[src/rtl/uart_rx_core.sv]
// UART receiver: 8N1 (8E1 when UART_RX_PARITY_EN is defined) into a one-entry valid/ready holding register.
// Byte appears one cycle after the stop sample; a full, unconsumed holding register drops the new byte and pulses o_overrun.
module uart_rx_core #(
  parameter int CLKS_PER_BIT = 434,
  parameter int SYNC_STAGES  = 2
) (
  input  logic       clk,
  input  logic       reset,
  input  logic       uart_rx,
  output logic [7:0] o_data,
  output logic       o_valid,
  input  logic       i_ready,
  output logic       o_frame_err,
  output logic       o_overrun,
`ifdef UART_RX_PARITY_EN
  output logic       o_parity_err,
`endif
  output logic       o_busy
);

  localparam int CW = $clog2(CLKS_PER_BIT);
  localparam logic [CW-1:0] HALF_M1 = CW'(CLKS_PER_BIT / 2 - 1);
  localparam logic [CW-1:0] FULL_M1 = CW'(CLKS_PER_BIT - 1);

`ifdef UART_RX_PARITY_EN
  typedef enum logic [2:0] {IDLE, START, DATA, PARITY, STOP, BRK} state_t;
`else
  typedef enum logic [2:0] {IDLE, START, DATA, STOP, BRK} state_t;
`endif

  state_t                 state, state_next;
  logic [SYNC_STAGES-1:0] sync;
  logic                   rx_s;
  logic [CW-1:0]          baud_cnt;
  logic [2:0]             bit_cnt;
  logic [7:0]             shreg;
  logic                   half_tick, full_tick;
  logic                   byte_done, frame_err_c;
`ifdef UART_RX_PARITY_EN
  logic                   par_bit;
`endif

  // All flops reset to 1 so reset never looks like a start edge.
  always_ff @(posedge clk) begin
    if (reset) sync <= '1;
    else       sync <= {sync[SYNC_STAGES-2:0], uart_rx};
  end
  assign rx_s = sync[SYNC_STAGES-1];

  assign half_tick = (baud_cnt == HALF_M1);
  assign full_tick = (baud_cnt == FULL_M1);
  assign o_busy    = (state != IDLE);

  always_ff @(posedge clk) begin
    if (reset) state <= IDLE;
    else       state <= state_next;
  end

  always_comb begin
    state_next  = state;
    byte_done   = 1'b0;
    frame_err_c = 1'b0;
    unique case (state)
      IDLE:  if (!rx_s) state_next = START;
      START: if (half_tick) state_next = rx_s ? IDLE : DATA;
`ifdef UART_RX_PARITY_EN
      DATA:   if (full_tick && bit_cnt == 3'd7) state_next = PARITY;
      PARITY: if (full_tick) state_next = STOP;
`else
      DATA:  if (full_tick && bit_cnt == 3'd7) state_next = STOP;
`endif
      STOP: begin
        if (full_tick) begin
          if (rx_s) begin
            byte_done  = 1'b1;
            state_next = IDLE;
          end else begin
            frame_err_c = 1'b1;
            state_next  = BRK;
          end
        end
      end
      BRK:   if (rx_s) state_next = IDLE;
      default: state_next = IDLE;
    endcase
  end

  // Counter restarts on every state change, so each state measures from its own entry.
  always_ff @(posedge clk) begin
    if (reset) begin
      baud_cnt <= '0;
    end else if (state_next != state || state == IDLE || state == BRK) begin
      baud_cnt <= '0;
    end else if (full_tick) begin
      baud_cnt <= '0;
    end else begin
      baud_cnt <= baud_cnt + CW'(1);
    end
  end

  always_ff @(posedge clk) begin
    if (reset) begin
      bit_cnt <= 3'd0;
      shreg   <= 8'h00;
    end else if (state != DATA) begin
      bit_cnt <= 3'd0;
    end else if (full_tick) begin
      bit_cnt <= bit_cnt + 3'd1;
      shreg   <= {rx_s, shreg[7:1]};
    end
  end

`ifdef UART_RX_PARITY_EN
  always_ff @(posedge clk) begin
    if (reset)                          par_bit <= 1'b0;
    else if (state == PARITY && full_tick) par_bit <= rx_s;
  end
`endif

  always_ff @(posedge clk) begin
    if (reset) begin
      o_data       <= 8'h00;
      o_valid      <= 1'b0;
      o_frame_err  <= 1'b0;
      o_overrun    <= 1'b0;
`ifdef UART_RX_PARITY_EN
      o_parity_err <= 1'b0;
`endif
    end else begin
      o_frame_err  <= frame_err_c;
      o_overrun    <= 1'b0;
`ifdef UART_RX_PARITY_EN
      o_parity_err <= 1'b0;
`endif
      if (o_valid && i_ready) o_valid <= 1'b0;
      // A consume in the completion cycle frees the slot for the new byte.
      if (byte_done) begin
        if (!o_valid || i_ready) begin
          o_data  <= shreg;
          o_valid <= 1'b1;
`ifdef UART_RX_PARITY_EN
          o_parity_err <= ^{shreg, par_bit};
`endif
        end else begin
          o_overrun <= 1'b1;
        end
      end
    end
  end

endmodule

[config.mk]
export PLATFORM = sky130hd
export DESIGN_NAME = uart_rx_core
export DESIGN_NICKNAME = d
export VERILOG_FILES = /design/src/rtl/uart_rx_core.sv
export SDC_FILE = /design/constraint.sdc
export NUM_CORES = 1
export LEC_CHECK = 0
export CORE_MARGIN = 5
export CORE_UTILIZATION = 50
export CTS_BUF_LIST = sky130_fd_sc_hd__clkbuf_4 sky130_fd_sc_hd__clkbuf_8
export DETAILED_ROUTE_END_ITERATION = 8
export PLACE_DENSITY = 0.81
export SYNTH_ARGS = -nofsm -noshare
export SYNTH_HDL_FRONTEND = slang
export SYNTH_SLANG_ARGS = --single-unit
export TNS_END_PERCENT = 100
[constraint.sdc]
create_clock -name clk -period 2.1 [get_ports clk]
set_input_delay 0.21 -clock clk [delete_from_list [all_inputs] [get_ports clk]]
set_output_delay 0.21 -clock clk [all_outputs]
set_load 0.005 [all_outputs]
==> flow_metrics.env, run 1 <==
export IMPL_fmax_ghz=0.536
export IMPL_ys_flop_type="dfxtp_1"
export IMPL_post_cts_repair_setup_buffers=0
export IMPL_cts_resized=0
export IMPL_status="completed"
export IMPL_hold_slack_ns=0.426
export IMPL_swShare_pct=21.0
export IMPL_vias=1174
export IMPL_use_met1_pct=17.0
export IMPL_die_area_sq_mm=0.00437
export IMPL_reg2reg_slack_ns=0.23
export IMPL_fin_skew_ns=0.0162
export IMPL_finalHoldViolations=0
export IMPL_switchingPower_w=0.000278
export IMPL_required_ns=2.32
export IMPL_final_net_count=198
export IMPL_hold_buffers=0
export IMPL_io_buffers=15
export IMPL_tns_ns=0
export IMPL_synth_seq_cells=36
export IMPL_cts_root_buf="clkbuf_4"
export IMPL_r2r_start="baud_cnt[0]"
export IMPL_die_x_um=66.1
export IMPL_drive_gt1_share_pct=11.1
export IMPL_io_pins=16
export IMPL_p_comb_share_pct=5.5
export IMPL_clock_path_buffers=2
export IMPL_ant_nets=0
export IMPL_drc=0
export IMPL_cts_made_buffers=5
export IMPL_instances_no_fill=234
export IMPL_tritoncts="done"
export IMPL_grt_ovfl_total=0
export IMPL_rsz0062_at_grt="no"
export IMPL_vias_per_cell=5.02
export IMPL_start_util_pct=51.9
export IMPL_clk_latency_ns=0.35
export IMPL_critPathKind="flip-flop to flip-flop"
export IMPL_endpoint_kind="flip-flop"
export IMPL_fin_crit_sh_pct=88.9
export IMPL_clock_sinks=36
export IMPL_area_growth_pct=19.5
export IMPL_period_needed_ns=1.87
export IMPL_clockPowerShare_pct=40.8
export IMPL_use_met3_pct=4.08
export IMPL_gp_congestion=0.855
export IMPL_worstPathMaxFanout=9
export IMPL_synth_seq_area_share_pct=45.8
export IMPL_track_usage_pct=15.0
export IMPL_ys_types=35
export IMPL_finalMaxSlewViolations=0
export IMPL_drt_initial_drc_count=52
export IMPL_powerDensity_mw_per_mm2=704
export IMPL_syn_area_sq_mm=0.00157
export IMPL_synthArstFlopShare_pct=0
export IMPL_ys_warn_count=0
export IMPL_busiest_layer="met2"
export IMPL_syn_inst=169
export IMPL_fp_row_count=20
export IMPL_crit_end="baud_cnt[6]"
export IMPL_use_met2_pct=24.4
export IMPL_antenna_found_initial=0
export IMPL_hold_path_class="flip-flop to flip-flop"
export IMPL_grt_max_degree=15
export IMPL_cap_violations=0
export IMPL_grt_pass1_vias=1126
export IMPL_ir_drop_mv=0.498
export IMPL_wl_per_cell_um=11.8
export IMPL_synth_area_per_cell_sq_um=9.31
export IMPL_routed_wl_mm=2.77
export IMPL_coreArea_sq_mm=0.00303
export IMPL_power_leakage_nw=0.742
export IMPL_grt_pass1_wl_mm=4.91
export IMPL_cts_max_level=2
export IMPL_critPathLaunchType="flip-flop"
export IMPL_worst_pin_slew_ns=0.403
export IMPL_synth_edf_count=0
export IMPL_syn_nets=178
export IMPL_die_h_um=66.1
export IMPL_whs_path_depth=1
export IMPL_cp_arrival_ns=2.09
export IMPL_r2r_end="baud_cnt[6]"
export IMPL_antennaDiodeCount=0
export IMPL_clkTransAtPathRegs_ns=0.11
export IMPL_cp_startpoint="baud_cnt[0]"
export IMPL_rr_worst_depth=6
export IMPL_p_seq_share_pct=53.7
export IMPL_first_pass_iters=4
export IMPL_dp_cells=226
export IMPL_dp_hpwl_mm=2.06
export IMPL_intPower_w=0.00105
export IMPL_setup_viol=0
export IMPL_relSlewSlack_pct=72.8
worst min path at each step:
stage	endpoint	start	slack, ns
floorplan	sync[0]	uart_rx	0.31
CTS	sync[0]	uart_rx	0.42
global placement	sync[1]	sync[0]	0.40
detailed placement	sync[1]	sync[0]	0.40
finish	sync[1]	sync[0]	0.43
global route	sync[0]	uart_rx	0.43
cells in the final DEF, fill, tap and decap left out, drive strengths merged, types with 3 or more instances in the layout:
| cell | netlist | final |
|---|---|---|
| clkbuf | 5 | 7 |
| nand4 | 4 | 4 |
| nor2b | 10 | 10 |
| buf | 1 | 4 |
| nor2 | 20 | 20 |
| nand3 | 6 | 6 |
| mux2i | 10 | 10 |
| clkdlybuf4s50 | 0 | 15 |
| nor3 | 8 | 8 |
| xor2 | 3 | 3 |
| nand2b | 10 | 10 |
| o21ai | 17 | 17 |
| dfxtp | 36 | 36 |
| inv | 7 | 7 |
| or2 | 3 | 3 |
| xnor2 | 5 | 5 |
| nand2 | 3 | 3 |
| ha | 5 | 5 |
worst max-delay path, stage by stage (launching register included):
cell and delay [ns]:
dfxtp_1 0.36, inv_1 0.07, ha_1 0.14, or3b_1 0.33, or4_4 0.45, o211ai_4 0.29, nor2_1 0.09
final cells by class:
class,count,area [sq um]
multi-input combinational,120,802
timing repair buffer,19,180
clock inverter,1,30.0
clock buffer,7,65.1
inverter,7,26.3
fill,258,1150
sequential,36,721
tap,44,55.1
Yosys cell counts (2+ instances only):
library cell / count / area (sq um)
dfxtp_1: 36 / 721
nor2_1: 20 / 75.1
o21ai_0: 17 / 85.1
mux2i_1: 10 / 100
nand2b_1: 10 / 62.6
nor2b_1: 10 / 62.6
nor3_1: 8 / 40.0
inv_1: 7 / 26.3
nand3_1: 6 / 30.0
clkbuf_1: 5 / 18.8
ha_1: 5 / 62.6
xnor2_1: 5 / 43.8
nand2_1: 3 / 11.3
xor2_1: 3 / 26.3
nand4_1: 2 / 12.5
nand4_2: 2 / 25.0
or2_2: 2 / 12.5
power by group through the flow:
stage | registers [W] | clock network, W | logic [W]
after CTS | 0.000710 | 0.000553 | 0.0000734
after detailed placement | 0.000726 | 0 | 0.0000732
after global routing | 0.000713 | 0.000593 | 0.0000813
after floorplan | 0.000715 | 0 | 0.0000564
after global placement | 0.000725 | 0 | 0.0000699
final | 0.000711 | 0.000540 | 0.0000728
metrics by stage:
stage | utilization, % | setup slack [ns] | cell area, sq um | power (W)
detailed placement | 58.9 | 0.242 | 1780 | 0.000799
floorplan | - | 0.390 | 1570 | 0.000771
finish | 62.1 | 0.233 | 1880 | 0.00132
global placement | 58.9 | 0.322 | 1780 | 0.000795
global route | 62.1 | 0.0807 | 1880 | 0.00139
CTS | 62.1 | 0.221 | 1880 | 0.00134
flip-flops by register name, indices dropped and copies added, names as in the netlist:
register / count
baud_cnt: 9
bit_cnt: 3
o_data: 8
o_frame_err: 1
o_overrun: 1
o_valid: 1
shreg: 8
state: 3
sync: 2
cell families (layout without fill, tap and decap cells):
logic type | count (synthesis) | in the layout | share of synthesized area (%)
and+or+nand+nor | 73 | 73 | 26.7
DFF | 36 | 36 | 45.8
AOI/OAI and AO/OA | 24 | 24 | 9.55
buffers and inverters | 13 | 34 | 3.18
muxes | 10 | 10 | 6.36
xor gates and xnor gates | 8 | 8 | 4.46
adders and majority gates | 5 | 5 | 3.98
layer usage:
metal / part of all wire, % / vias to the layer above
met5: 0 / -
met4: 2.7 / 0
met3: 4.1 / 7
met2: 48 / 18
met1: 45 / 530
li1: - / 619
Note: power is estimated with default switching activity, not from simulation.
==> run 2: changes to the inputs <==
Settings changed: CORE_UTILIZATION 50 to 42, PLACE_DENSITY 0.81 to 0.71.
==> run 2 against run 1 <==
  * Count of clock-buffer cells in the layout down 1
  * Via count is 1.0% higher
  * Die area up 16%
  * Register-to-register slack better by 0.05 ns
  * Highest routed layer unchanged
  * Hold slack worse by 0.013 ns
==> flow_metrics.env, run 2 (synthesis gave the netlist of run 1 again) <==
export IMPL_status="completed"
export IMPL_largest_register_ffs=9
export IMPL_critPathKind="flip-flop to flip-flop"
export IMPL_fin_crit_sh_pct=86.5
export IMPL_period_needed_ns=1.82
export IMPL_whs_path_depth=1
export IMPL_vias_per_cell=4.98
export IMPL_fp_row_count=22
export IMPL_routed_wl_mm=2.87
export IMPL_cts_made_buffers=5
export IMPL_use_met2_pct=19.1
export IMPL_min_from="sync[0]"
export IMPL_relSlewSlack_pct=72.9
export IMPL_die_area_sq_mm=0.00507
export IMPL_antennaDiodeCount=0
export IMPL_grt_max_degree=16
export IMPL_tritoncts="done"
export IMPL_final_util_pct=52.3
export IMPL_clkTransAtPathRegs_ns=0.07
export IMPL_clk_latency_ns=0.28
export IMPL_top_register="baud_cnt"
export IMPL_layout_commonest_cell="dfxtp_1"
export IMPL_worstPathMaxFanout=9
export IMPL_critPathLaunchType="flip-flop"
export IMPL_io_buffers=15
export IMPL_rr_worst_depth=6
export IMPL_dp_cells=230
export IMPL_instances_no_fill=238
export IMPL_hold_path_class="flip-flop to flip-flop"
export IMPL_grt_pass1_wl_mm=4.75
export IMPL_clock_sinks=36
export IMPL_top_regs="baud_cnt (9), o_data (8), shreg (8)"
export IMPL_fin_skew_ns=0.00842
export IMPL_cts_root_buf="clkbuf_8"
export IMPL_final_net_count=198
export IMPL_fillers=345
export IMPL_drt_initial_drc_count=103
export IMPL_io_pins=16
export IMPL_wl_per_cell_um=12.0
export IMPL_r2r_end="baud_cnt[1]"
export IMPL_die_x_um=71.2
export IMPL_final_cell_mix="dfxtp_1 (36), nor2_1 (20), o21ai_0 (17)"
export IMPL_reg2reg_slack_ns=0.28
export IMPL_gp_congestion=0.835
export IMPL_stdcell_area_sq_mm=0.00190
export IMPL_r2r_start="baud_cnt[0]"
export IMPL_antenna_found_initial=0
export IMPL_start_util_pct=43.3
export IMPL_tns_ns=0
export IMPL_use_met3_pct=3.98
export IMPL_grt_pass1_vias=1064
export IMPL_use_met1_pct=13.8
export IMPL_die_h_um=71.2
export IMPL_hold_buffers=0
export IMPL_grt_ovfl_total=0
export IMPL_finalHoldViolations=0
export IMPL_post_cts_repair_setup_buffers=0
export IMPL_area_growth_pct=20.8
export IMPL_holdPathEnd="sync[1]"
export IMPL_power_leakage_nw=0.749
export IMPL_first_pass_iters=4
export IMPL_drc=0
export IMPL_cp_startpoint="baud_cnt[0]"
export IMPL_required_ns=2.25
export IMPL_rsz0062_at_grt="no"
export IMPL_clock_path_buffers=2
export IMPL_dpl_cell_area_sq_mm=0.00179
export IMPL_coreArea_sq_mm=0.00363
export IMPL_fmax_ghz=0.550
export IMPL_finalMaxSlewViolations=0
export IMPL_cts_resized=0
export IMPL_drive_gt1_share_pct=11.1
export IMPL_endpoint_kind="flip-flop"
export IMPL_worst_pin_slew_ns=0.401
export IMPL_busiest_layer="met2"
export IMPL_setup_viol=0
export IMPL_powerDensity_mw_per_mm2=726
export IMPL_ir_drop_mv=0.347
export IMPL_cap_violations=0
export IMPL_cts_max_level=2
export IMPL_dp_hpwl_mm=2.13
export IMPL_vias=1186
export IMPL_ant_nets=0
export IMPL_track_usage_pct=11.6
export IMPL_cp_arrival_ns=1.97
-- run 2: cell count changes in the layout (fill, tap and decap cells not counted) --
cell      change
clkbuf_8      +3
clkbuf_4      -4
clkinv_2      +1
-- run 2: power breakdown --
group	leakage, nW	total [W]	switching, W	internal [W]
Clock	0.0586	0.000596	0.000231	0.000365
Combinational	0.400	0.0000720	0.0000351	0.0000369
Sequential	0.291	0.000711	0.0000195	0.000692
-- run 2: worst max-delay path by stage --
stage | to | depth (start not counted)
3_5_place_dp | baud_cnt[7] | 6
2_1_floorplan | baud_cnt[2] | 6
4_1_cts | baud_cnt[5] | 6
6_report | baud_cnt[1] | 6
3_3_place_gp | baud_cnt[6] | 6
5_1_grt | shreg[3] | 5
-- run 2: stage by stage --
step	hold slack, ns	total power [W]	setup slack, ns
final	0.413	0.00138	0.283
after CTS	0.417	0.00140	0.272
after global placement	0.393	0.000797	0.315
after global routing	0.434	0.00143	0.166
after floorplan	0.314	0.000771	0.390
after detailed placement	0.400	0.000799	0.288
-- run 2: final cells by class --
cell class | instances | area, sq um | share of cell area [%]
Clock buffer | 6 | 76.3 | 4.02
Clock inverter | 2 | 35.0 | 1.84
Inverter | 7 | 26.3 | 1.38
Multi-Input combinational cell | 120 | 802 | 42.2
Sequential cell | 36 | 721 | 37.9
Tap cell | 48 | 60.1 | 3.16
Timing Repair Buffer | 19 | 180 | 9.48
-- run 2: layer usage --
layer,vias up,share of wire (%)
li1,615,-
met1,543,47
met2,22,47
met3,6,4.8
met4,0,1.4
met5,-,0
-- run 2: critical path, stage by stage, from the launching register on --
cell	delay, ns
dfxtp_1	0.35
inv_1	0.07
ha_1	0.12
or3b_1	0.33
or4_4	0.45
o211ai_4	0.29
nor2_1	0.08
